## config.mk

```make
export PLATFORM = sky130hd
export DESIGN_NAME = pipeline_ctrl_flat
export DESIGN_NICKNAME = d
export VERILOG_FILES = /design/src/rtl/pipeline_ctrl_pkg.sv /design/src/rtl/pipeline_ctrl_if.sv /design/src/rtl/pipeline_ctrl_perf_counters.sv /design/src/rtl/pipeline_ctrl.sv /design/src/flat_wrapper.sv
export SDC_FILE = /design/constraint.sdc
export NUM_CORES = 1
export LEC_CHECK = 0
export CAP_MARGIN = 20
export CORE_UTILIZATION = 35
export CTS_CLUSTER_SIZE = 8
export DETAILED_ROUTE_END_ITERATION = 16
export GPL_TIMING_DRIVEN = 1
export PLACE_DENSITY = 0.85
export SYNTH_ARGS = -nofsm -noshare
export SYNTH_HDL_FRONTEND = slang
export SYNTH_HIERARCHICAL = 1
export SYNTH_SLANG_ARGS = --single-unit
```

## constraint.sdc

```tcl
create_clock -name clk -period 3.1 [get_ports clk]
set_clock_uncertainty 0.15 [all_clocks]
set_input_delay 0.775 -clock clk [delete_from_list [all_inputs] [get_ports clk]]
set_output_delay 0.775 -clock clk [all_outputs]
set_load 0.05 [all_outputs]
```

## src/rtl/pipeline_ctrl_pkg.sv

```systemverilog
// -----------------------------------------------------------------------------
// pipeline_ctrl_pkg
// Shared types and constants for the pipeline stall/flush sequencer.
//   ctrl_state_t    : sequencer state (RUN, DMEM_WAIT, MDU_BUSY, DRAIN, HALT)
//   PERF_CNT_W      : width of the performance counters
//   MDU_CYCLES_MAX  : largest legal MUL/DIV occupancy in EX
//   CNT_W           : width of the shared MDU/drain down-counter
// -----------------------------------------------------------------------------
package pipeline_ctrl_pkg;

    typedef enum logic [2:0] {
        RUN       = 3'd0,
        DMEM_WAIT = 3'd1,
        MDU_BUSY  = 3'd2,
        DRAIN     = 3'd3,
        HALT      = 3'd4
    } ctrl_state_t;

    localparam int PERF_CNT_W     = 32;
    localparam int MDU_CYCLES_MAX = 16;
    // Covers MDU_CYCLES-2 (<= 14) and DRAIN_CYCLES-1 for drains up to 256.
    localparam int CNT_W          = 8;

endpackage

```

## src/rtl/pipeline_ctrl_if.sv

```systemverilog
// -----------------------------------------------------------------------------
// pipeline_ctrl_if
// Groups the hazard inputs and the per-stage control outputs of pipeline_ctrl.
//   slave  : the sequencer (consumes hazards, drives stall/bubble/flush)
//   master : the pipeline datapath / hazard_detector side
// Data-memory handshake: dmem_req_mem is the request (valid) from MEM and
// dmem_ready the memory's ready; an access completes in the cycle where both
// are high. While dmem_req_mem=1 and dmem_ready=0 the requester holds its
// request stable, and the sequencer freezes every stage up to MEM.
// -----------------------------------------------------------------------------
interface pipeline_ctrl_if;
    import pipeline_ctrl_pkg::*;

    logic                  load_hazard;
    logic                  branch_taken_ex;
    logic                  mdu_op_ex;
    logic                  halt_req_ex;
    logic                  dmem_req_mem;
    logic                  dmem_ready;

    logic                  stall_if;
    logic                  stall_id;
    logic                  stall_ex;
    logic                  stall_mem;
    logic                  bubble_ex;
    logic                  bubble_mem;
    logic                  bubble_wb;
    logic                  flush_id;
    logic                  pc_redirect;
    logic                  mdu_start;
    logic                  mdu_result_vld;
    logic                  halted;
    logic [PERF_CNT_W-1:0] perf_stall_cnt;
    logic [PERF_CNT_W-1:0] perf_flush_cnt;

    modport master (
        output load_hazard, branch_taken_ex, mdu_op_ex, halt_req_ex,
               dmem_req_mem, dmem_ready,
        input  stall_if, stall_id, stall_ex, stall_mem, bubble_ex, bubble_mem,
               bubble_wb, flush_id, pc_redirect, mdu_start, mdu_result_vld,
               halted, perf_stall_cnt, perf_flush_cnt
    );

    modport slave (
        input  load_hazard, branch_taken_ex, mdu_op_ex, halt_req_ex,
               dmem_req_mem, dmem_ready,
        output stall_if, stall_id, stall_ex, stall_mem, bubble_ex, bubble_mem,
               bubble_wb, flush_id, pc_redirect, mdu_start, mdu_result_vld,
               halted, perf_stall_cnt, perf_flush_cnt
    );

endinterface

```

## src/rtl/pipeline_ctrl_perf_counters.sv

```systemverilog
// -----------------------------------------------------------------------------
// pipeline_ctrl_perf_counters
// Two free-running wrap-around event counters, cleared by reset.
//   clk, rst     : clock, synchronous active-high reset
//   stall_i      : count this cycle as a front-end stall cycle
//   flush_i      : count this cycle as an ID flush cycle
//   stall_cnt_o  : number of stall cycles since reset (wraps)
//   flush_cnt_o  : number of flush cycles since reset (wraps)
// Only instantiated when PIPELINE_CTRL_PERF_EN is defined.
// -----------------------------------------------------------------------------
module pipeline_ctrl_perf_counters
    import pipeline_ctrl_pkg::*;
(
    input  logic                  clk,
    input  logic                  rst,
    input  logic                  stall_i,
    input  logic                  flush_i,
    output logic [PERF_CNT_W-1:0] stall_cnt_o,
    output logic [PERF_CNT_W-1:0] flush_cnt_o
);

    logic [PERF_CNT_W-1:0] stall_cnt_q;
    logic [PERF_CNT_W-1:0] flush_cnt_q;

    always_ff @(posedge clk) begin
        if (rst) begin
            stall_cnt_q <= '0;
            flush_cnt_q <= '0;
        end else begin
            if (stall_i) stall_cnt_q <= stall_cnt_q + PERF_CNT_W'(1);
            if (flush_i) flush_cnt_q <= flush_cnt_q + PERF_CNT_W'(1);
        end
    end

    assign stall_cnt_o = stall_cnt_q;
    assign flush_cnt_o = flush_cnt_q;

endmodule

```

## src/rtl/pipeline_ctrl.sv

```systemverilog
// -----------------------------------------------------------------------------
// pipeline_ctrl
// Stall/flush sequencer for the 5-stage pipeline. Merges load-use hazards,
// EX branch redirects, data-memory waits, multi-cycle MUL/DIV occupancy and
// halt requests into per-stage stall/bubble/flush controls.
//   clk, rst  : clock, synchronous active-high reset
//   ctl       : pipeline_ctrl_if.slave (hazard inputs, stage controls, perf)
//   state_o   : current sequencer state, for observation
// Parameters:
//   MDU_CYCLES   : cycles a MUL/DIV occupies EX (2..MDU_CYCLES_MAX)
//   DRAIN_CYCLES : cycles MEM/WB get to retire before halted rises (>= 1)
// Build option: define PIPELINE_CTRL_PERF_EN to include the stall/flush
// performance counters; otherwise both counter outputs read 0.
// Controls are combinational from state and inputs so a hazard stalls the
// pipe in the same cycle it is seen.
// -----------------------------------------------------------------------------
module pipeline_ctrl
    import pipeline_ctrl_pkg::*;
#(
    parameter int MDU_CYCLES   = 4,
    parameter int DRAIN_CYCLES = 2
) (
    input  logic           clk,
    input  logic           rst,
    pipeline_ctrl_if.slave ctl,
    output ctrl_state_t    state_o
);

    if (MDU_CYCLES < 2 || MDU_CYCLES > MDU_CYCLES_MAX) begin : g_bad_mdu_cycles
        $error("pipeline_ctrl: MDU_CYCLES out of range");
    end
    if (DRAIN_CYCLES < 1 || DRAIN_CYCLES > (1 << CNT_W)) begin : g_bad_drain_cycles
        $error("pipeline_ctrl: DRAIN_CYCLES out of range");
    end

    ctrl_state_t      state_q, state_d;
    logic [CNT_W-1:0] cnt_q, cnt_d;
    logic             run_dec;

    logic stall_if, stall_id, stall_ex, stall_mem;
    logic bubble_ex, bubble_mem, bubble_wb, flush_id;
    logic pc_redirect, mdu_start, mdu_result_vld, halted;

    always_comb begin
        state_d        = state_q;
        cnt_d          = cnt_q;
        run_dec        = 1'b0;
        stall_if       = 1'b0;
        stall_id       = 1'b0;
        stall_ex       = 1'b0;
        stall_mem      = 1'b0;
        bubble_ex      = 1'b0;
        bubble_mem     = 1'b0;
        bubble_wb      = 1'b0;
        flush_id       = 1'b0;
        pc_redirect    = 1'b0;
        mdu_start      = 1'b0;
        mdu_result_vld = 1'b0;
        halted         = 1'b0;

        if (rst) begin
            // Keep ID/EX/MEM empty while the core is held in reset.
            flush_id   = 1'b1;
            bubble_ex  = 1'b1;
            bubble_mem = 1'b1;
        end else begin
            case (state_q)
                RUN: run_dec = 1'b1;
                DMEM_WAIT: begin
                    // The ready cycle releases the pipe and is decoded like RUN,
                    // so a redirect/halt held by the frozen EX takes effect now.
                    if (ctl.dmem_ready) begin
                        run_dec = 1'b1;
                    end else begin
                        stall_if  = 1'b1;
                        stall_id  = 1'b1;
                        stall_ex  = 1'b1;
                        stall_mem = 1'b1;
                        bubble_wb = 1'b1;
                    end
                end
                MDU_BUSY: begin
                    if (cnt_q != '0) begin
                        stall_if   = 1'b1;
                        stall_id   = 1'b1;
                        stall_ex   = 1'b1;
                        bubble_mem = 1'b1;
                        cnt_d      = cnt_q - CNT_W'(1);
                    end else begin
                        mdu_result_vld = 1'b1;
                        state_d        = RUN;
                    end
                end
                DRAIN: begin
                    stall_if  = 1'b1;
                    flush_id  = 1'b1;
                    bubble_ex = 1'b1;
                    if (cnt_q != '0) cnt_d = cnt_q - CNT_W'(1);
                    else             state_d = HALT;
                end
                HALT: begin
                    halted    = 1'b1;
                    stall_if  = 1'b1;
                    stall_id  = 1'b1;
                    bubble_ex = 1'b1;
                end
                default: state_d = RUN;
            endcase

            if (run_dec) begin
                state_d = RUN;
                if (ctl.dmem_req_mem && !ctl.dmem_ready) begin
                    stall_if  = 1'b1;
                    stall_id  = 1'b1;
                    stall_ex  = 1'b1;
                    stall_mem = 1'b1;
                    bubble_wb = 1'b1;
                    state_d   = DMEM_WAIT;
                end else if (ctl.mdu_op_ex) begin
                    // First of MDU_CYCLES EX cycles; the counter covers the
                    // remaining stall cycles before the result cycle.
                    mdu_start  = 1'b1;
                    stall_if   = 1'b1;
                    stall_id   = 1'b1;
                    stall_ex   = 1'b1;
                    bubble_mem = 1'b1;
                    cnt_d      = CNT_W'(MDU_CYCLES - 2);
                    state_d    = MDU_BUSY;
                end else if (ctl.halt_req_ex) begin
                    flush_id  = 1'b1;
                    bubble_ex = 1'b1;
                    stall_if  = 1'b1;
                    cnt_d     = CNT_W'(DRAIN_CYCLES - 1);
                    state_d   = DRAIN;
                end else if (ctl.branch_taken_ex) begin
                    // The ID instruction is killed, so a load-use hazard on it
                    // is irrelevant.
                    pc_redirect = 1'b1;
                    flush_id    = 1'b1;
                    bubble_ex   = 1'b1;
                end else if (ctl.load_hazard) begin
                    stall_if  = 1'b1;
                    stall_id  = 1'b1;
                    bubble_ex = 1'b1;
                end
            end
        end
    end

    always_ff @(posedge clk) begin
        if (rst) begin
            state_q <= RUN;
            cnt_q   <= '0;
        end else begin
            state_q <= state_d;
            cnt_q   <= cnt_d;
        end
    end

    a_ex_ops_exclusive: assert property (@(posedge clk) disable iff (rst)
        $onehot0({ctl.mdu_op_ex, ctl.branch_taken_ex, ctl.halt_req_ex}));

    assign ctl.stall_if       = stall_if;
    assign ctl.stall_id       = stall_id;
    assign ctl.stall_ex       = stall_ex;
    assign ctl.stall_mem      = stall_mem;
    assign ctl.bubble_ex      = bubble_ex;
    assign ctl.bubble_mem     = bubble_mem;
    assign ctl.bubble_wb      = bubble_wb;
    assign ctl.flush_id       = flush_id;
    assign ctl.pc_redirect    = pc_redirect;
    assign ctl.mdu_start      = mdu_start;
    assign ctl.mdu_result_vld = mdu_result_vld;
    assign ctl.halted         = halted;
    assign state_o            = state_q;

`ifdef PIPELINE_CTRL_PERF_EN
    pipeline_ctrl_perf_counters u_perf (
        .clk         (clk),
        .rst         (rst),
        .stall_i     (stall_if),
        .flush_i     (flush_id),
        .stall_cnt_o (ctl.perf_stall_cnt),
        .flush_cnt_o (ctl.perf_flush_cnt)
    );
`else
    assign ctl.perf_stall_cnt = '0;
    assign ctl.perf_flush_cnt = '0;
`endif

endmodule

```

## src/flat_wrapper.sv

```systemverilog
// flat-port wrapper written by rule: the top's interface ports become plain ports
module pipeline_ctrl_flat import pipeline_ctrl_pkg::*;
#(
    parameter int MDU_CYCLES   = 4,
    parameter int DRAIN_CYCLES = 2
)
  (clk, rst, state_o, ctl_load_hazard, ctl_branch_taken_ex, ctl_mdu_op_ex, ctl_halt_req_ex, ctl_dmem_req_mem, ctl_dmem_ready, ctl_stall_if, ctl_stall_id, ctl_stall_ex, ctl_stall_mem, ctl_bubble_ex, ctl_bubble_mem, ctl_bubble_wb, ctl_flush_id, ctl_pc_redirect, ctl_mdu_start, ctl_mdu_result_vld, ctl_halted, ctl_perf_stall_cnt, ctl_perf_flush_cnt);
  pipeline_ctrl_if ctl_i ();
  input  logic clk;
  input  logic rst;
  output ctrl_state_t state_o;
  input wire logic [$bits(ctl_i.load_hazard)-1:0] ctl_load_hazard;
  input wire logic [$bits(ctl_i.branch_taken_ex)-1:0] ctl_branch_taken_ex;
  input wire logic [$bits(ctl_i.mdu_op_ex)-1:0] ctl_mdu_op_ex;
  input wire logic [$bits(ctl_i.halt_req_ex)-1:0] ctl_halt_req_ex;
  input wire logic [$bits(ctl_i.dmem_req_mem)-1:0] ctl_dmem_req_mem;
  input wire logic [$bits(ctl_i.dmem_ready)-1:0] ctl_dmem_ready;
  output wire logic [$bits(ctl_i.stall_if)-1:0] ctl_stall_if;
  output wire logic [$bits(ctl_i.stall_id)-1:0] ctl_stall_id;
  output wire logic [$bits(ctl_i.stall_ex)-1:0] ctl_stall_ex;
  output wire logic [$bits(ctl_i.stall_mem)-1:0] ctl_stall_mem;
  output wire logic [$bits(ctl_i.bubble_ex)-1:0] ctl_bubble_ex;
  output wire logic [$bits(ctl_i.bubble_mem)-1:0] ctl_bubble_mem;
  output wire logic [$bits(ctl_i.bubble_wb)-1:0] ctl_bubble_wb;
  output wire logic [$bits(ctl_i.flush_id)-1:0] ctl_flush_id;
  output wire logic [$bits(ctl_i.pc_redirect)-1:0] ctl_pc_redirect;
  output wire logic [$bits(ctl_i.mdu_start)-1:0] ctl_mdu_start;
  output wire logic [$bits(ctl_i.mdu_result_vld)-1:0] ctl_mdu_result_vld;
  output wire logic [$bits(ctl_i.halted)-1:0] ctl_halted;
  output wire logic [$bits(ctl_i.perf_stall_cnt)-1:0] ctl_perf_stall_cnt;
  output wire logic [$bits(ctl_i.perf_flush_cnt)-1:0] ctl_perf_flush_cnt;
  assign ctl_i.load_hazard = ctl_load_hazard;
  assign ctl_i.branch_taken_ex = ctl_branch_taken_ex;
  assign ctl_i.mdu_op_ex = ctl_mdu_op_ex;
  assign ctl_i.halt_req_ex = ctl_halt_req_ex;
  assign ctl_i.dmem_req_mem = ctl_dmem_req_mem;
  assign ctl_i.dmem_ready = ctl_dmem_ready;
  assign ctl_stall_if = ctl_i.stall_if;
  assign ctl_stall_id = ctl_i.stall_id;
  assign ctl_stall_ex = ctl_i.stall_ex;
  assign ctl_stall_mem = ctl_i.stall_mem;
  assign ctl_bubble_ex = ctl_i.bubble_ex;
  assign ctl_bubble_mem = ctl_i.bubble_mem;
  assign ctl_bubble_wb = ctl_i.bubble_wb;
  assign ctl_flush_id = ctl_i.flush_id;
  assign ctl_pc_redirect = ctl_i.pc_redirect;
  assign ctl_mdu_start = ctl_i.mdu_start;
  assign ctl_mdu_result_vld = ctl_i.mdu_result_vld;
  assign ctl_halted = ctl_i.halted;
  assign ctl_perf_stall_cnt = ctl_i.perf_stall_cnt;
  assign ctl_perf_flush_cnt = ctl_i.perf_flush_cnt;
  pipeline_ctrl #(.MDU_CYCLES(MDU_CYCLES), .DRAIN_CYCLES(DRAIN_CYCLES)) u_core (.clk(clk), .rst(rst), .ctl(ctl_i), .state_o(state_o));
endmodule
```

## Word level (Yosys, flattened, before mapping)

Cells that the tools add are included.

- Flip-flop bits (word level): 11
- Input bits: 8
- Output and inout bits: 79
- Word-level logic and storage cells: 96

- Add/subtract/negate cells: 1
- Equality and inequality tests: 7
- Multiplexer cells: 78
- Reduce and logical (&&, ||, !) cells: 8

Operator list:

| kind | number |
|---|---|
| $mux 1 | 61 |
| $mux 8 | 6 |
| $mux 3 | 5 |
| $pmux 3 s3 | 1 |
| $reduce_bool 8->1 | 1 |
| $sub 8x1->8 const B | 1 |
| $eq 3x2->1 const B | 2 |
| $ne 3x3->1 const B | 2 |
| $pmux 1 s3 | 2 |
| $pmux 1 s2 | 2 |
| $reduce_or 2->1 | 2 |
| $eq 3x1->1 const B | 1 |
| $eq 3x3->1 const B | 1 |
| $logic_not 3->1 | 1 |
| $reduce_and 3->1 | 1 |
| $reduce_or 3->1 | 1 |
| $mux 2 | 1 |
| $ne 2x1->1 const B | 1 |
| $logic_and 1x1->1 | 1 |
| $logic_not 1->1 | 1 |

## Depth between registers and ports, before layout

Gate-level depths: netlist (run 1).

- Depth after elaboration: 10
- Gate-level depth with buffers: 6
- Gate-level depth less buffers: 6

## Worst setup path before layout (run 1)

Ideal clock, no wire load.

- Path kind: flip-flop to output port
- From: register u_core.state_q[2] (netlist: u_core/state_o[2])
- To: output port ctl_stall_id
- Arrival time: 3065 ps
- Setup slack: -890 ps
- Stages on the path, launching flop included: 4
- Path buffers: 0
- Cells stage by stage: dfxtp_1 inv_1 nor4_1 a311o_1

- Word-level cells in the longest chain between the ends: 9
- Elaborated cells between the ends (all ways): 14

RTL lines:

| item | RTL line | text |
|---|---|---|
| from (decl) | pipeline_ctrl.sv:36 | `ctrl_state_t state_q, state_d;` |
| from (signal assigned) | pipeline_ctrl.sv:155 | `state_q <= state_d;` |
| $eq 3x3->1 (tied with other cells) | pipeline_ctrl.sv:67 | `case (state_q)` |
| $pmux 1 s3 | pipeline_ctrl.sv:67 |  |
| $mux 1 | pipeline_ctrl.sv:141 | `end else if (ctl.load_hazard) begin` |
| $mux 1 | pipeline_ctrl.sv:135 | `end else if (ctl.branch_taken_ex) begin` |
| $mux 1 | pipeline_ctrl.sv:129 | `end else if (ctl.halt_req_ex) begin` |
| $mux 1 | pipeline_ctrl.sv:119 | `end else if (ctl.mdu_op_ex) begin` |
| $mux 1 | pipeline_ctrl.sv:112 | `if (ctl.dmem_req_mem && !ctl.dmem_ready) begin` |
| $mux 1 (*) | pipeline_ctrl.sv:110 | `if (run_dec) begin` |
| $mux 1 (*) | pipeline_ctrl.sv:61 | `if (rst) begin` |
| to (decl) | flat_wrapper.sv:19 | `output wire logic [$bits(ctl_i.stall_id)-1:0] ctl_stall_id;` |

Mark *: on every way between the ends. The rest lies on a longest branch, timed or not. The select of a mux whose other input is x is not followed.

## Worst setup path after layout (run 1)

- From: input port ctl_branch_taken_ex
- To: output port ctl_stall_if

- Word-level cells in the longest chain between the ends: 6

RTL lines:

| item | RTL line | text |
|---|---|---|
| from (decl) | flat_wrapper.sv:13 | `input wire logic [$bits(ctl_i.branch_taken_ex)-1:0] ctl_branch_taken_ex;` |
| $mux 1 | pipeline_ctrl.sv:135 |  |
| $mux 1 | pipeline_ctrl.sv:129 |  |
| $mux 1 | pipeline_ctrl.sv:119 |  |
| $mux 1 | pipeline_ctrl.sv:112 |  |
| $mux 1 | pipeline_ctrl.sv:110 |  |
| $mux 1 | pipeline_ctrl.sv:61 |  |
| to (decl) | flat_wrapper.sv:18 | `output wire logic [$bits(ctl_i.stall_if)-1:0] ctl_stall_if;` |

No other way between the ends.

==> results_dict.tcl, run 1 <==
set metrics [dict create \
    drtIter0Drc 15 \
    drc 0 \
    cp.arrival_ns 2.12 \
    pin_count 87 \
    status "finished, final reports clean" \
    synth_edf_count 0 \
    layout.cells.non_filler 247 \
    nFillCells 338 \
    gr-total-overflow 0 \
    drv_slew 0 \
    p_seq_share_pct 21.0 \
    start_util_pct 37.1 \
    viasPerCell 4.31 \
    fin_crit_ns 3.04 \
    core_area_mm2 0.00336 \
    worstMarginPinSlew_ns 0.604 \
    grt_pass1_wl_um 4060 \
    dr.pass1.iters 4 \
    diodes 0 \
    post-route-util_pct 49.0 \
    synth_cells 163 \
    ant_nets 0 \
    p_int_uw 421 \
    worst-setup-path-type "in -> out" \
    synth_flop_cell "dfxtp_1" \
    cts.sinks 11 \
    fin_tns_setup_ns 0 \
    clk_latency_ns 0.27 \
    synth_seq_cells 11 \
    cts_tree "done" \
    p_per_area_mw_per_mm2 561 \
    clk_pin_slew_ns 0.07 \
    yosys_warnings 6 \
    p_leak_uw 0.000789 \
    async_reset_ff_share_pct 0 \
    hold_class "reg -> reg" \
    worstSetupEndpointType "output port" \
    setup_viol 0 \
    wl_per_cell_um 10.8 \
    drt_wl_total_um 2660 \
    maxSlewHeadroom_pct 59.2 \
    maxClockFrequency_ghz 0.329 \
    synth-seq-area-share_pct 17.7 \
    required_ns 2.17 \
    synth_area_mm2 0.00125 \
    grt_pass1_vias 933 \
    clkPwrFrac_pct 10.8 \
    core.rowCount 21 \
    htreeDepth 1 \
    peakVddDrop_v 0.000276 \
    dieArea_mm2 0.00380 \
    comb_power_share_pct 68.2 \
    gp_congestion 0.858 \
    die_x_um 61.7 \
    cap_violations 0 \
    syn_to_final_growth_pct 32.1 \
    die_h_um 61.7 \
    whs_ns 0.372 \
    dp_hpwl_um 1970 \
    critPathMaxFanout 2 \
    io_buffer_count 22 \
    antenna_found_initial 0 \
    dp_cells 241 \
    synth.avg_cell_area_um2 7.65 \
    cts_root_buffer "clkbuf_4" \
    final_net_count 212 \
    power.switching_uw 504 \
    grt_start_max_net_pins 13 \
    numCtsBuffers 3 \
    drive_gt1_share_pct 24.4 \
    switching_share_pct 54.5 \
    synth_cell_types 39 \
    start_kind "input port" \
    grt_use_total_pct 14.5 \
    finalCritPeriodShare_pct 98.2 \
    via_count 1065 \
    cts_buffer_depth 2 \
    hold_violations 0 \
]
metrics by stage:
| stage | total power, µW | cell area, µm² | setup WS (ns) |
|---|---|---|---|
| final | 924 | 1650 | 0.0573 |
| after global routing | 978 | 1650 | -0.0109 |
| after CTS | 905 | 1610 | -0.00653 |
| after detailed placement | 788 | 1530 | -0.140 |
| after global placement | 781 | 1530 | -0.0624 |
| after floorplan | 689 | 1530 | -0.244 |
layout by cell type (no fill, tap or decap), drive strengths merged, types with 2 or more instances in the layout:
master / count
nor2: 10
nand2: 5
or4: 2
dlymetal6s2s: 3
nor2b: 3
o21ai: 3
clkdlybuf4s50: 6
inv: 7
nor4: 2
a21oi: 6
nand3: 9
a31oi: 2
dfxtp: 11
xor2: 5
nor3: 6
clkbuf: 4
ha: 2
conb: 64
o31ai: 2
buf: 29
sequential cells by signal, indices dropped and copies added (netlist names):
name	flops
u_core/cnt_q	8
u_core/state_o	3
Yosys cell counts, drive strengths merged, types with 2 or more instances:
| cell | n | area [µm²] |
|---|---|---|
| buf | 65 | 488 |
| a31oi | 2 | 12.5 |
| nor2b | 3 | 18.8 |
| inv | 7 | 26.3 |
| o21ai | 3 | 26.3 |
| nor3 | 6 | 30.0 |
| ha | 2 | 25.0 |
| nor4 | 2 | 12.5 |
| nand2 | 5 | 18.8 |
| nand3 | 9 | 45.0 |
| clkbuf | 3 | 11.3 |
| dfxtp | 11 | 220 |
| xor2 | 5 | 43.8 |
| a21oi | 6 | 30.0 |
| o31ai | 2 | 15.0 |
| nor2 | 10 | 37.5 |
| or4 | 2 | 18.8 |
what timing repair did:
item                       CTS  global route
gates resized for setup     13             8
hold buffers                 0             0
pin swaps                    2             4
setup endpoints to repair    3             4
hold endpoints to repair     0             0
buffers inserted             1             1
final timing paths:
path,startpoint,endpoint,slack [ns],cells after the start
hold reg to reg,u_core/cnt_q[4]$_SDFF_PP0_,u_core/cnt_q[4]$_SDFF_PP0_,0.37,2
hold / removal,u_core/cnt_q[4]$_SDFF_PP0_,u_core/cnt_q[4]$_SDFF_PP0_,0.37,2
setup / recovery,ctl_branch_taken_ex,ctl_stall_if,0.06,6
setup reg to reg,u_core/cnt_q[1]$_SDFF_PP0_,u_core/cnt_q[1]$_SDFF_PP0_,1.11,8
layer usage:
layer	part of all wire [%]	track usage, %	vias to the layer above
li1	-	-	507
met1	37	16.3	486
met2	52	25.7	63
met3	7.1	2.31	9
met4	3.3	8.89	0
met5	0	0	-
worst max-delay path: stages:
cell and delay [ns]:
clkdlybuf4s50_1 0.47, inv_1 0.05, a21oi_2 0.22, a2111oi_4 0.11
a211o_1 0.33, buf_12 0.16
power groups by stage:
stage / logic [µW] / registers [µW] / clock network (µW)
5_1_grt: 667 / 199 / 112
4_1_cts: 611 / 191 / 102
3_5_place_dp: 594 / 193 / 0
6_report: 630 / 195 / 99.5
3_3_place_gp: 589 / 192 / 0
2_1_floorplan: 489 / 200 / 0
cell type report:
type / instances / area [µm²] / area share, %
clock buffer: 4 / 26.3 / 1.60
inverter: 7 / 26.3 / 1.60
multi-input combinational: 140 / 851 / 51.7
sequential: 11 / 220 / 13.4
tap: 46 / 57.6 / 3.50
timing repair buffer: 39 / 465 / 28.3
kinds of logic (layout without fill, tap and decap cells):
| kind of cell | count (synthesis) | after routing | synth area share, % |
|---|---|---|---|
| flops | 11 | 11 | 17.7 |
| compound gates | 24 | 24 | 15.0 |
| buf+inv | 75 | 50 | 42.2 |
| fa+ha+maj | 2 | 2 | 2.01 |
| simple gates | 44 | 44 | 18.7 |
| other cells | 1 | 64 | 0.301 |
| xor+xnor | 6 | 6 | 4.22 |
(Power assumes the default switching activity.)
==> run 2: changes to the inputs <==
--- a/config.mk
+++ b/config.mk
@@ -6,11 +6,12 @@
 export NUM_CORES = 1
 export LEC_CHECK = 0
 export CAP_MARGIN = 20
-export CORE_UTILIZATION = 35
+export CORE_UTILIZATION = 39
+export CTS_BUF_LIST = sky130_fd_sc_hd__clkbuf_8
 export CTS_CLUSTER_SIZE = 8
 export DETAILED_ROUTE_END_ITERATION = 16
 export GPL_TIMING_DRIVEN = 1
-export PLACE_DENSITY = 0.85
+export PLACE_DENSITY = 0.93
 export SYNTH_ARGS = -nofsm -noshare
 export SYNTH_HDL_FRONTEND = slang
 export SYNTH_HIERARCHICAL = 1
==> constraint.sdc (replaced) <==
create_clock -name clk -period 3.7 [get_ports clk]
set_clock_uncertainty 0.15 [all_clocks]
set_input_delay 0.925 -clock clk [delete_from_list [all_inputs] [get_ports clk]]
set_output_delay 0.925 -clock clk [all_outputs]
set_load 0.05 [all_outputs]
==> run 2 against run 1 <==
- hold slack improved by 0.018 ns
- first-iteration DRC count grew to 3.5 times the previous value
- die area shrank 9.9%
- final cell count fell by 6.5%
- critical path type unchanged
- critical endpoint unchanged
- largest power group unchanged
==> results_dict.tcl, run 2 (same netlist as run 1, synthesis figures left out) <==
set metrics [dict create \
    dp_hpwl_um 1880 \
    io_buffer_count 22 \
    cts.sinks 11 \
    clk_latency_ns 0.25 \
    p_int_uw 350 \
    dr.pass1.iters 4 \
    cp.arrival_ns 2.56 \
    p_leak_uw 0.000675 \
    setup_viol 0 \
    seqCellArea_um2 220 \
    die_h_um 58.5 \
    cts_root_buffer "clkbuf_8" \
    grt_start_max_net_pins 16 \
    ctsResizeCount 0 \
    grt_pass1_vias 818 \
    hold_class "reg -> reg" \
    viasPerCell 4.32 \
    gr-total-overflow 0 \
    layout_common_cells "conb_1 (64), buf_12 (11), dfxtp_1 (11), clkdlybuf4s50_1 (10), nor2_1 (10)" \
    drv_slew 0 \
    fin_crit_ns 3.63 \
    antenna_found_initial 0 \
    drtIter0Drc 53 \
    whs_ns 0.390 \
    final_net_count 198 \
    multi_input_comb_area_um2 747 \
    drc 0 \
    fin_tns_setup_ns 0 \
    comb_power_share_pct 62.4 \
    drive_gt1_share_pct 13.4 \
    p_per_area_mw_per_mm2 528 \
    hold_start "u_core/cnt_q[4]$_SDFF_PP0_" \
    rr_worst_depth 6 \
    largest_reg_flops 8 \
    cp-startpoint "ctl_dmem_req_mem" \
    numCtsBuffers 3 \
    power.switching_uw 412 \
    final_common_cell "conb_1" \
    r2r_start "u_core/cnt_q[0]$_SDFF_PP0_" \
    diodes 0 \
    cap_violations 0 \
    grt_pass1_wl_um 3580 \
    core.rowCount 20 \
    largest-register "u_core/cnt_q" \
    die_x_um 58.5 \
    clkPwrFrac_pct 16.4 \
    wl_per_cell_um 10.3 \
    gp_congestion 0.884 \
    critPathMaxFanout 3 \
    worstMarginPinSlew_ns 0.630 \
    switching_share_pct 54.0 \
    cts_hold_buf 0 \
    status "finished, final reports clean" \
    nFillCells 285 \
    start_kind "input port" \
    grt_use_total_pct 13.9 \
    ant_nets 0 \
    p_seq_share_pct 21.2 \
    maxClockFrequency_ghz 0.275 \
    critPathSlowestCell "a2111oi_0" \
    rsz0062_at_grt "false" \
    worst-setup-path-type "in -> out" \
    start_util_pct 40.8 \
    cts_tree "done" \
    peakVddDrop_v 0.000162 \
    maxSlewHeadroom_pct 57.6 \
    cts_buffer_depth 2 \
    via_count 999 \
    cpPeakStageDelay_ns 0.50 \
    htreeDepth 1 \
    drt_wl_total_um 2390 \
    clk_pin_slew_ns 0.05 \
    required_ns 2.62 \
    hold_violations 0 \
    syn_to_final_growth_pct 16.0 \
    core_area_mm2 0.00305 \
    post_cts_buffers 0 \
    dieArea_mm2 0.00343 \
    worstSetupEndpointType "output port" \
    finalCritPeriodShare_pct 98.2 \
    pin_count 87 \
    hold_path_depth 2 \
    critical_path.cell_chain "clkdlybuf4s50_1 > nor2b_1 > nor3_1 > a2111oi_0 > a211o_1 > buf_12" \
]
-- run 2: critical path: cells and delay by family --
kind	cells	cell delay, ns
and+or+nand+nor	2	0.28
buffers and inverters	2	0.63
AOI/OAI and AO/OA	2	0.72
-- run 2: path summary, 6_finish.rpt --
kind	endpoint	slack [ns]
hold / removal	u_core/cnt_q[4]$_SDFF_PP0_	0.39
setup reg to reg	u_core/cnt_q[1]$_SDFF_PP0_	1.81
hold reg to reg	u_core/cnt_q[4]$_SDFF_PP0_	0.39
setup / recovery	ctl_stall_if	0.07
-- run 2: final cells by class --
cell class	instances	share of cell area, %
multi-input cells	140	51.7
repair buffers	25	24.2
flip-flops and latches	11	15.2
well taps	44	3.81
clock buffers	3	2.86
inverters	7	1.82
clock inverters	1	0.346
-- run 2: per-stage QoR --
stage	std cells	worst slack [ns]	util, %	total power (µW)	instance area (µm²)
floorplan	226	0.0111	-	567	1490
global placement	227	0.139	45.7	623	1400
detailed placement	227	0.102	45.7	630	1400
CTS	231	0.0954	47.2	760	1440
global route	231	0.0648	47.3	799	1450
finish	231	0.0672	47.3	763	1450
-- run 2: layer usage --
| metal | vias to the layer above | wire (µm) | GRT usage [%] |
|---|---|---|---|
| li1 | 474 | - | - |
| met1 | 454 | 919 | 16.5 |
| met2 | 63 | 1220 | 22.5 |
| met3 | 8 | 195 | 3.30 |
| met4 | 0 | 53 | 8.84 |
| met5 | - | 0 | 0 |
-- run 2: power groups by stage --
stage / Clock, µW / Combinational [µW] / Sequential (µW)
finish: 125 / 476 / 162
global route: 134 / 500 / 165
CTS: 127 / 472 / 161
detailed placement: 0 / 467 / 163
global placement: 0 / 462 / 161
floorplan: 0 / 401 / 166
==> run 3: changes to the inputs <==
--- a/config.mk
+++ b/config.mk
@@ -6,12 +6,13 @@
 export NUM_CORES = 1
 export LEC_CHECK = 0
 export CAP_MARGIN = 20
-export CORE_UTILIZATION = 39
+export CORE_UTILIZATION = 60
 export CTS_BUF_LIST = sky130_fd_sc_hd__clkbuf_8
-export CTS_CLUSTER_SIZE = 8
 export DETAILED_ROUTE_END_ITERATION = 16
+export DONT_BUFFER_PORTS = 1
 export GPL_TIMING_DRIVEN = 1
-export PLACE_DENSITY = 0.93
+export PLACE_DENSITY = 0.81
+export SKIP_LAST_GASP = 1
 export SYNTH_ARGS = -nofsm -noshare
 export SYNTH_HDL_FRONTEND = slang
 export SYNTH_HIERARCHICAL = 1
==> run 3 against run 2 <==
- critical path depth grew 1
- worst setup slack gained 0.31 ns
- first-iteration DRC count shrank 58%
- hold slack lost 0.0085 ns
- maximum frequency grew 9.3%
- via count shrank 5.4%
- clock power shrank 6%
- utilization grew 13 points
- combinational power shrank 11%
- largest power group unchanged
==> results_dict.tcl, run 3 (same netlist as run 1, synthesis figures left out) <==
set metrics [dict create \
    drtIter0Drc 22 \
    dieArea_mm2 0.00226 \
    largest_reg_flops 8 \
    worstSetupEndpointType "output port" \
    finalCritPeriodShare_pct 89.9 \
    reg2reg_slack_ns 1.68 \
    rsz0062_at_grt "false" \
    drive_gt1_share_pct 12.7 \
    dr.pass1.iters 4 \
    syn_to_final_growth_pct -5.42 \
    hold_class "reg -> reg" \
    hold_path_depth 2 \
    status "finished, final reports clean" \
    postPlaceCellArea_mm2 0.00113 \
    gp_congestion 0.763 \
    post-route-util_pct 60.1 \
    antenna_found_initial 0 \
    cts_root_buffer "clkbuf_8" \
    core.rowCount 16 \
    ctsResizeCount 0 \
    dp_hpwl_um 1570 \
    peakVddDrop_v 0.000318 \
    min_to "u_core/cnt_q[4]$_SDFF_PP0_" \
    worst-setup-path-type "reg -> out" \
    cap_violations 0 \
    wl_per_cell_um 10.2 \
    hold_start "u_core/cnt_q[4]$_SDFF_PP0_" \
    p_leak_uw 0.000583 \
    diodes 0 \
    nFillCells 169 \
    worstMarginPinSlew_ns 0.667 \
    p_per_area_mw_per_mm2 592 \
    cts_buffer_depth 2 \
    cts.sinks 11 \
    multi_input_comb_area_um2 758 \
    required_ns 2.62 \
    grt_start_max_net_pins 15 \
    grt_pass1_wl_um 2990 \
    r2r_start "u_core/state_o[2]$_SDFFE_PP0P_" \
    drc 0 \
    setup_viol 0 \
    final_net_count 184 \
    cts_hold_buf 0 \
    pin_count 87 \
    gr-total-overflow 0 \
    hold_violations 0 \
    io_buffer_count 0 \
    rr_worst_depth 4 \
    maxSlewHeadroom_pct 55.5 \
    post_cts_buffers 0 \
    maxClockFrequency_ghz 0.301 \
    drt_wl_total_um 2040 \
    die_x_um 47.6 \
    start_util_pct 63.5 \
    layout_common_cells "conb_1 (64), dfxtp_1 (11), buf_4 (10), nor2_1 (9), nand3_1 (9)" \
    dp_cells 196 \
    start_kind "flop" \
    die_h_um 47.6 \
    via_count 945 \
    cts_tree "done" \
    reg2reg_to "u_core/cnt_q[4]$_SDFF_PP0_" \
    critPathMaxFanout 7 \
    numCtsBuffers 3 \
    core_area_mm2 0.00196 \
    fin_tns_setup_ns 0 \
    grt_pass1_vias 739 \
    ant_nets 0 \
    cp.arrival_ns 2.25 \
    seqCellArea_um2 220 \
    htreeDepth 1 \
    layout.cells.non_filler 200 \
    fin_crit_ns 3.33 \
    clk_latency_ns 0.24 \
    viasPerCell 4.73 \
    final_area_mm2 0.00118 \
    largest-register "u_core/cnt_q" \
    final_common_cell "conb_1" \
    grt_use_total_pct 18.6 \
    drv_slew 0 \
    clk_pin_slew_ns 0.05 \
]
## run 3: metal layers
metal | wire length [µm] | track usage (%) | part of all wire (%)
met5 | 0 | 0 | 0
met4 | 0 | 8.89 | 0
met3 | 206 | 3.40 | 10
met2 | 1020 | 29.9 | 50
met1 | 811 | 24.1 | 40
## run 3: final cells by class
type | instances | share of cell area (%)
Inverter | 7 | 2.23
Timing Repair Buffer | 11 | 8.07
Sequential cell | 11 | 18.7
Multi-Input combinational cell | 140 | 64.3
Clock inverter | 1 | 0.318
Tap cell | 27 | 2.87
Clock buffer | 3 | 3.50
## run 3: critical path: stages (launching register included)
cell and delay, ns:
dfxtp_1 0.30, inv_1 0.11, ha_1 0.17, or3b_2 0.49, o21ai_4 0.28, o32ai_2 0.13
a311o_1 0.37, buf_12 0.16
## run 3: worst max-delay path by stage
| stage | start | end | slack [ns] | depth (start not counted) |
|---|---|---|---|---|
| after global routing | u_core/cnt_q[0]$_SDFF_PP0_ | ctl_stall_id | 0.27 | 7 |
| after global placement | ctl_dmem_req_mem | ctl_stall_id | 0.59 | 5 |
| final | u_core/cnt_q[0]$_SDFF_PP0_ | ctl_stall_id | 0.37 | 7 |
| after CTS | u_core/cnt_q[0]$_SDFF_PP0_ | ctl_stall_id | 0.38 | 7 |
| after floorplan | u_core/state_o[1]$_SDFFE_PP0P_ | ctl_stall_id | 0.01 | 5 |
| after detailed placement | ctl_dmem_req_mem | ctl_stall_id | 0.54 | 5 |
## run 3: power by group
| group | switching [µW] | internal [µW] | total, µW |
|---|---|---|---|
| Sequential | 18.6 | 136 | 155 |
| Combinational | 327 | 97.9 | 425 |
| Clock | 44.9 | 72.8 | 118 |
## run 3: stage by stage
step / hold WS [ns] / setup WS [ns] / total power, µW
2_1_floorplan: 0.328 / 0.0111 / 567
3_3_place_gp: 0.343 / 0.586 / 567
3_5_place_dp: 0.371 / 0.536 / 576
4_1_cts: 0.378 / 0.380 / 695
5_1_grt: 0.441 / 0.272 / 735
6_report: 0.382 / 0.375 / 697
==> variant 1, RTL diff (settings of run 2) <==
The package constant `CNT_W` goes from 8 to 6.
--- a/src/rtl/pipeline_ctrl_pkg.sv
+++ b/src/rtl/pipeline_ctrl_pkg.sv
@@ -19,7 +19,7 @@
     localparam int PERF_CNT_W     = 32;
     localparam int MDU_CYCLES_MAX = 16;
     // Covers MDU_CYCLES-2 (<= 14) and DRAIN_CYCLES-1 for drains up to 256.
-    localparam int CNT_W          = 8;
+    localparam int CNT_W          = 6;
 
 endpackage
 
Check against the original RTL: same outputs for any inputs over 10 cycles, from zero or initial values and one cycle with rst high; that may be too few to reach the edited logic, so the function may still have changed.
==> variant 1 against run 2 <==
  * Cell count down 11%
  * Count of clock-buffer cells in the layout unchanged
  * Worst hold slack lost 0.015 ns
  * Sequential share of layout area is 1.8 points lower
  * Non-clock buffer count increased by 4
  * Synthesized area shrank 9.4%
  * Wire length shrank 12%
  * Sequential cell count is 2 lower
  * Power is 12% lower
  * Cell area down 7.1%
  * Worst setup slack better by 0.058 ns
==> variant 1: results (changes against run 2) <==
INFO  metric worstHoldPathCells = 2 (unchanged)
INFO  metric r2r-end = u_core/cnt_q[1] (unchanged)
INFO  metric most_frequent_cells_after_synthesis = 65 x sky130_fd_sc_hd__buf_4, 10 x sky130_fd_sc_hd__nor3_1, 9 x sky130_fd_sc_hd__dfxtp_1, 9 x sky130_fd_sc_hd__nor2_1, 7 x sky130_fd_sc_hd__nand2_1 (was 65 x sky130_fd_sc_hd__buf_4, 11 x sky130_fd_sc_hd__dfxtp_1, 10 x sky130_fd_sc_hd__nor2_1)
INFO  metric number_of_antenna_violations_at_the_first_check_in_global_routing = 0 (unchanged)
INFO  metric timing.hold.ws = 0.3755 ns (was 0.3901 ns)
INFO  metric outcome = complete, no violations (unchanged)
INFO  metric met3_usage = 2.791% (was 3.297%)
INFO  metric grt_max_degree = 12 (was 16)
INFO  metric worst_setup_path_start_kind = input port (unchanged)
INFO  metric slew-limit-headroom = 66.25% (was 57.63%)
INFO  metric dr.first_iter.drc_count = 23 (was 53)
INFO  metric dpl_worst_slack = 0.04006 ns (was 0.1022 ns)
INFO  metric gp_routability_congestion = 0.8088 (was 0.8835)
INFO  metric clk-insertion-delay-late = 0.23 ns (was 0.25 ns)
INFO  metric globalRouteTotalUtil = 13.70% (was 13.89%)
INFO  metric routed_wire_length_per_instance = 10.15 um (was 10.34 um)
INFO  metric r2r_slack = 1.66 ns (was 1.81 ns)
INFO  metric switching_power = 358.8 uW (was 412.2 uW)
INFO  metric grt_first_pass_wirelength = 3.387 mm (was 3.581 mm)
INFO  metric synthTopCellsByArea = sky130_fd_sc_hd__buf_4 43%, sky130_fd_sc_hd__dfxtp_1 16%, sky130_fd_sc_hd__nor3_1 4.4% (was sky130_fd_sc_hd__buf_4 39%, sky130_fd_sc_hd__dfxtp_1 18%, sky130_fd_sc_hd__nand3_1 3.6%)
INFO  metric average_instance_area_after_synthesis = 7.524 um^2 (was 7.645 um^2)
INFO  metric dp.final_hpwl = 1.641 mm (was 1.876 mm)
INFO  metric vdd.ir_drop.worst = 0.0002667 V (was 0.0001618 V)
INFO  metric synth.distinct_cells = 35 (was 39)
INFO  metric worst-path-max-fanout = 4 (was 3)
INFO  metric cp.arrival = 2.50 ns (was 2.56 ns)
INFO  metric detail_route.vias_per_cell = 4.311 (was 4.325)
INFO  metric drive_above_1_share = 18.29% (was 13.37%)
INFO  metric clk_pin_slew_worst_paths = 0.05 ns (about the same)
INFO  metric vias_in_the_first_global_route = 723 (was 818)
INFO  metric worstSetupStartpoint = ctl_dmem_ready (was ctl_dmem_req_mem)
INFO  metric largest_register_ff_count = 6 (was 8)
INFO  metric finalCriticalPeriod = 3.575 ns (was 3.633 ns)
INFO  metric synth_seq_area_share = 15.96% (was 17.67%)
INFO  metric routed_wirelength = 2.090 mm (was 2.388 mm)
INFO  metric leak_pwr = 0.0006467 uW (was 0.0006753 uW)
INFO  metric numnets_final = 186 (was 198)
INFO  metric global_route_met1_usage = 17.22% (was 16.49%)
[variant 1: cell type report]
class                   instances  area (um^2)
flip-flops and latches          9        180.2
clock inverters                 1        3.754
repair buffers                 29        380.4
inverters                       4        15.01
fillers                       248         1415
clock buffers                   3        41.29
well taps                      31        38.79
multi-input cells             129        683.2
[variant 1: worst min path at each step]
| stage | startpoint | to |
|---|---|---|
| floorplan | u_core/cnt_q[4] | u_core/cnt_q[4] |
| global placement | u_core/cnt_q[4] | u_core/cnt_q[4] |
| detailed placement | u_core/cnt_q[4] | u_core/cnt_q[4] |
| CTS | u_core/cnt_q[4] | u_core/cnt_q[4] |
| global route | u_core/cnt_q[4] | u_core/cnt_q[4] |
| finish | u_core/cnt_q[4] | u_core/cnt_q[4] |
[variant 1: cells by family after synthesis]
logic type,synth area share [%]
AOI/OAI and AO/OA,13.42
DFF,15.96
adders and majority gates,2.217
muxes,0.9977
other,0.3323
xor gates and xnor gates,3.105
and+or+nand+nor,16.96
buffers and inverters,47.01
[variant 1: per-layer routing]
| layer | vias up | share of wire, % |
|---|---|---|
| li1 | 423 | - |
| met1 | 416 | 41 |
| met4 | 0 | 0 |
| met3 | 0 | 6.1 |
| met2 | 49 | 52 |
| met5 | - | 0 |
[variant 1: power groups by stage]
stage                     registers (uW)  clock network, uW  logic (uW)
final                                131                114         424
after CTS                            130                114         418
after global placement               131                  0         409
after global routing                 134                120         447
after floorplan                      131                  0         365
after detailed placement             132                  0         417
[variant 1: timing repair]
item	in CTS	in global routing
endpoints found under the setup margin	0	3
endpoints found under the hold margin	0	0
resized for setup	0	4
[variant 1: critical path: stages]
cell                              delay, ns
sky130_fd_sc_hd__clkdlybuf4s50_1       0.47
sky130_fd_sc_hd__o21ba_2               0.17
sky130_fd_sc_hd__or4_4                 0.46
sky130_fd_sc_hd__nor3_1                0.21
sky130_fd_sc_hd__nor3_1                0.08
sky130_fd_sc_hd__buf_4                 0.19
[variant 1: through the flow]
step | setup TNS [ns] | cell area, um^2
after floorplan | -0.1523 | 1376
after global placement | 0 | 1280
after detailed placement | 0 | 1280
after CTS | 0 | 1325
after global routing | 0 | 1343
final | 0 | 1343
==> variant 2, RTL diff (config.mk and constraints of run 2) <==
Without the edit above. Reset style: asynchronous (`rst`), changed in one clocked block. Comments in the files are not updated.
--- a/src/rtl/pipeline_ctrl.sv
+++ b/src/rtl/pipeline_ctrl.sv
@@ -147,7 +147,7 @@
         end
     end
 
-    always_ff @(posedge clk) begin
+    always_ff @(posedge clk or posedge rst) begin
         if (rst) begin
             state_q <= RUN;
             cnt_q   <= '0;
Check against the original RTL: differs if rst is asserted again (counterexample within 4 cycles, from zero or initial values and one cycle with rst high); with rst held inactive, the same outputs for 10 cycles.
==> variant 2 against run 2 <==
  * Wire length increased by 9.2%
  * Synthesized area increased by 10%
  * Via count increased by 10%
  * Sequential cell count unchanged
  * Critical endpoint is now ctl_flush_id
  * Worst setup slack improved by 0.040 ns
  * Cell area increased by 9.5%
  * Global-route usage increased by 1.8 points
  * Power increased by 59%
  * Sequential share of layout area increased by 2.2 points
==> variant 2: results (changes against run 2) <==
INFO  metric timing.rr.start = u_core/state_o[1] (was u_core/cnt_q[0])
INFO  metric dr_total_vias = 1,102 (was 999)
INFO  metric grt_max_degree = 19 (was 16)
INFO  metric synth_seq_area_share = 20.07% (was 17.67%)
INFO  metric synth_ff_type = sky130_fd_sc_hd__dfrtp_1 (was sky130_fd_sc_hd__dfxtp_1)
INFO  metric synth.distinct_cells = 40 (was 39)
INFO  metric globalRouteTotalUtil = 15.68% (was 13.89%)
INFO  metric most_frequent_cells_after_synthesis = 65 x sky130_fd_sc_hd__buf_4, 17 x sky130_fd_sc_hd__nor2_1, 11 x sky130_fd_sc_hd__dfrtp_1 (was 65 x sky130_fd_sc_hd__buf_4, 11 x sky130_fd_sc_hd__dfxtp_1, 10 x sky130_fd_sc_hd__nor2_1)
INFO  metric cp.arrival = 2.52 ns (was 2.56 ns)
INFO  metric dr.first_iter.drc_count = 27 (was 53)
INFO  metric grt_first_pass_wirelength = 4.312 mm (was 3.581 mm)
INFO  metric synthTopCellsByArea = sky130_fd_sc_hd__buf_4 36%, sky130_fd_sc_hd__dfrtp_1 20%, sky130_fd_sc_hd__nor2_1 4.7% (was sky130_fd_sc_hd__buf_4 39%, sky130_fd_sc_hd__dfxtp_1 18%, sky130_fd_sc_hd__nand3_1 3.6%)
INFO  metric drive_above_1_share = 13.13% (was 13.37%)
INFO  metric average_instance_area_after_synthesis = 7.836 um^2 (was 7.645 um^2)
INFO  metric outcome = complete, no violations (unchanged)
INFO  metric detail_route.vias_per_cell = 4.516 (was 4.325)
INFO  metric vdd.ir_drop.worst = 0.0006311 V (was 0.0001618 V)
INFO  metric vias_in_the_first_global_route = 959 (was 818)
INFO  metric placed_cells = 240 (was 227)
INFO  metric numnets_final = 209 (was 198)
INFO  metric dp.final_hpwl = 2.029 mm (was 1.876 mm)
INFO  metric ys_async_sr_fraction = 100.0% (was 0%)
INFO  metric worst_hold_startpoint = u_core/cnt_q[5] (was u_core/cnt_q[4])
INFO  metric slew-limit-headroom = 64.64% (was 57.63%)
INFO  metric p_int = 542.6 uW (was 350.5 uW)
INFO  metric cpPeakStageDelay = 0.52 ns (was 0.50 ns)
INFO  metric gp_routability_congestion = 0.8375 (was 0.8835)
-- variant 2: logic make-up (layout without fill, tap and decap cells) --
group	count (synthesis)	count (layout)	share of synthesized area, %
compound gates	30	30	15.33
flops	11	11	20.07
fa+ha+maj	2	2	1.825
xor+xnor	6	6	3.833
buf+inv	73	33	37.96
simple gates	52	52	20.71
other cells	1	64	0.2735
-- variant 2: path summary, 6_finish.rpt --
path	end	slack, ns
setup / recovery	ctl_flush_id	0.11
hold / removal	u_core/cnt_q[5]	0.45
setup reg to reg	u_core/cnt_q[6]	1.70
hold reg to reg	u_core/cnt_q[5]	0.45
max in group asynchronous	u_core/cnt_q[0]	2.12
min in group asynchronous	u_core/state_o[1]	1.12
-- variant 2: metrics by stage --
step	hold slack, ns	power (uW)	area, um^2	setup WS, ns
after global routing	0.4700	1290	1583	0.03905
after detailed placement	0.4292	1092	1538	0.1517
after CTS	0.4415	1216	1583	0.1227
after floorplan	0.3701	883.6	1619	0.08563
after global placement	0.4043	1065	1538	0.1817
final	0.4540	1214	1583	0.1072
-- variant 2: area by class of cell --
cell class	instances	area, um^2	area share [%]
clock inverters	1	3.754	0.2372
well taps	46	57.56	3.636
flip-flops and latches	11	275.3	17.39
inverters	3	11.26	0.7115
clock buffers	3	41.29	2.609
repair buffers	26	370.4	23.40
multi-input cells	154	823.3	52.02
-- variant 2: worst reg2reg max path, delay by kind of cell (launching register included) --
kind | cells | cell delay, ns
simple gates | 3 | 0.80
flops | 1 | 0.59
compound gates | 1 | 0.33
-- variant 2: per-layer routing --
metal	vias to the layer above	part of all wire, %	track usage (%)
li1	512	-	-
met1	517	40	18.61
met2	67	51	27.02
met3	6	7.1	4.202
met4	0	1.7	5.844
met5	-	0	0
-- variant 2: power by group through the flow --
| stage | clock, uW | sequential (uW) | combinational, uW |
|---|---|---|---|
| final | 116 | 259 | 839 |
| after global routing | 129 | 267 | 894 |
| after CTS | 120 | 256 | 840 |
| after detailed placement | 0 | 258 | 834 |
| after global placement | 0 | 253 | 812 |
| after floorplan | 0 | 259 | 625 |
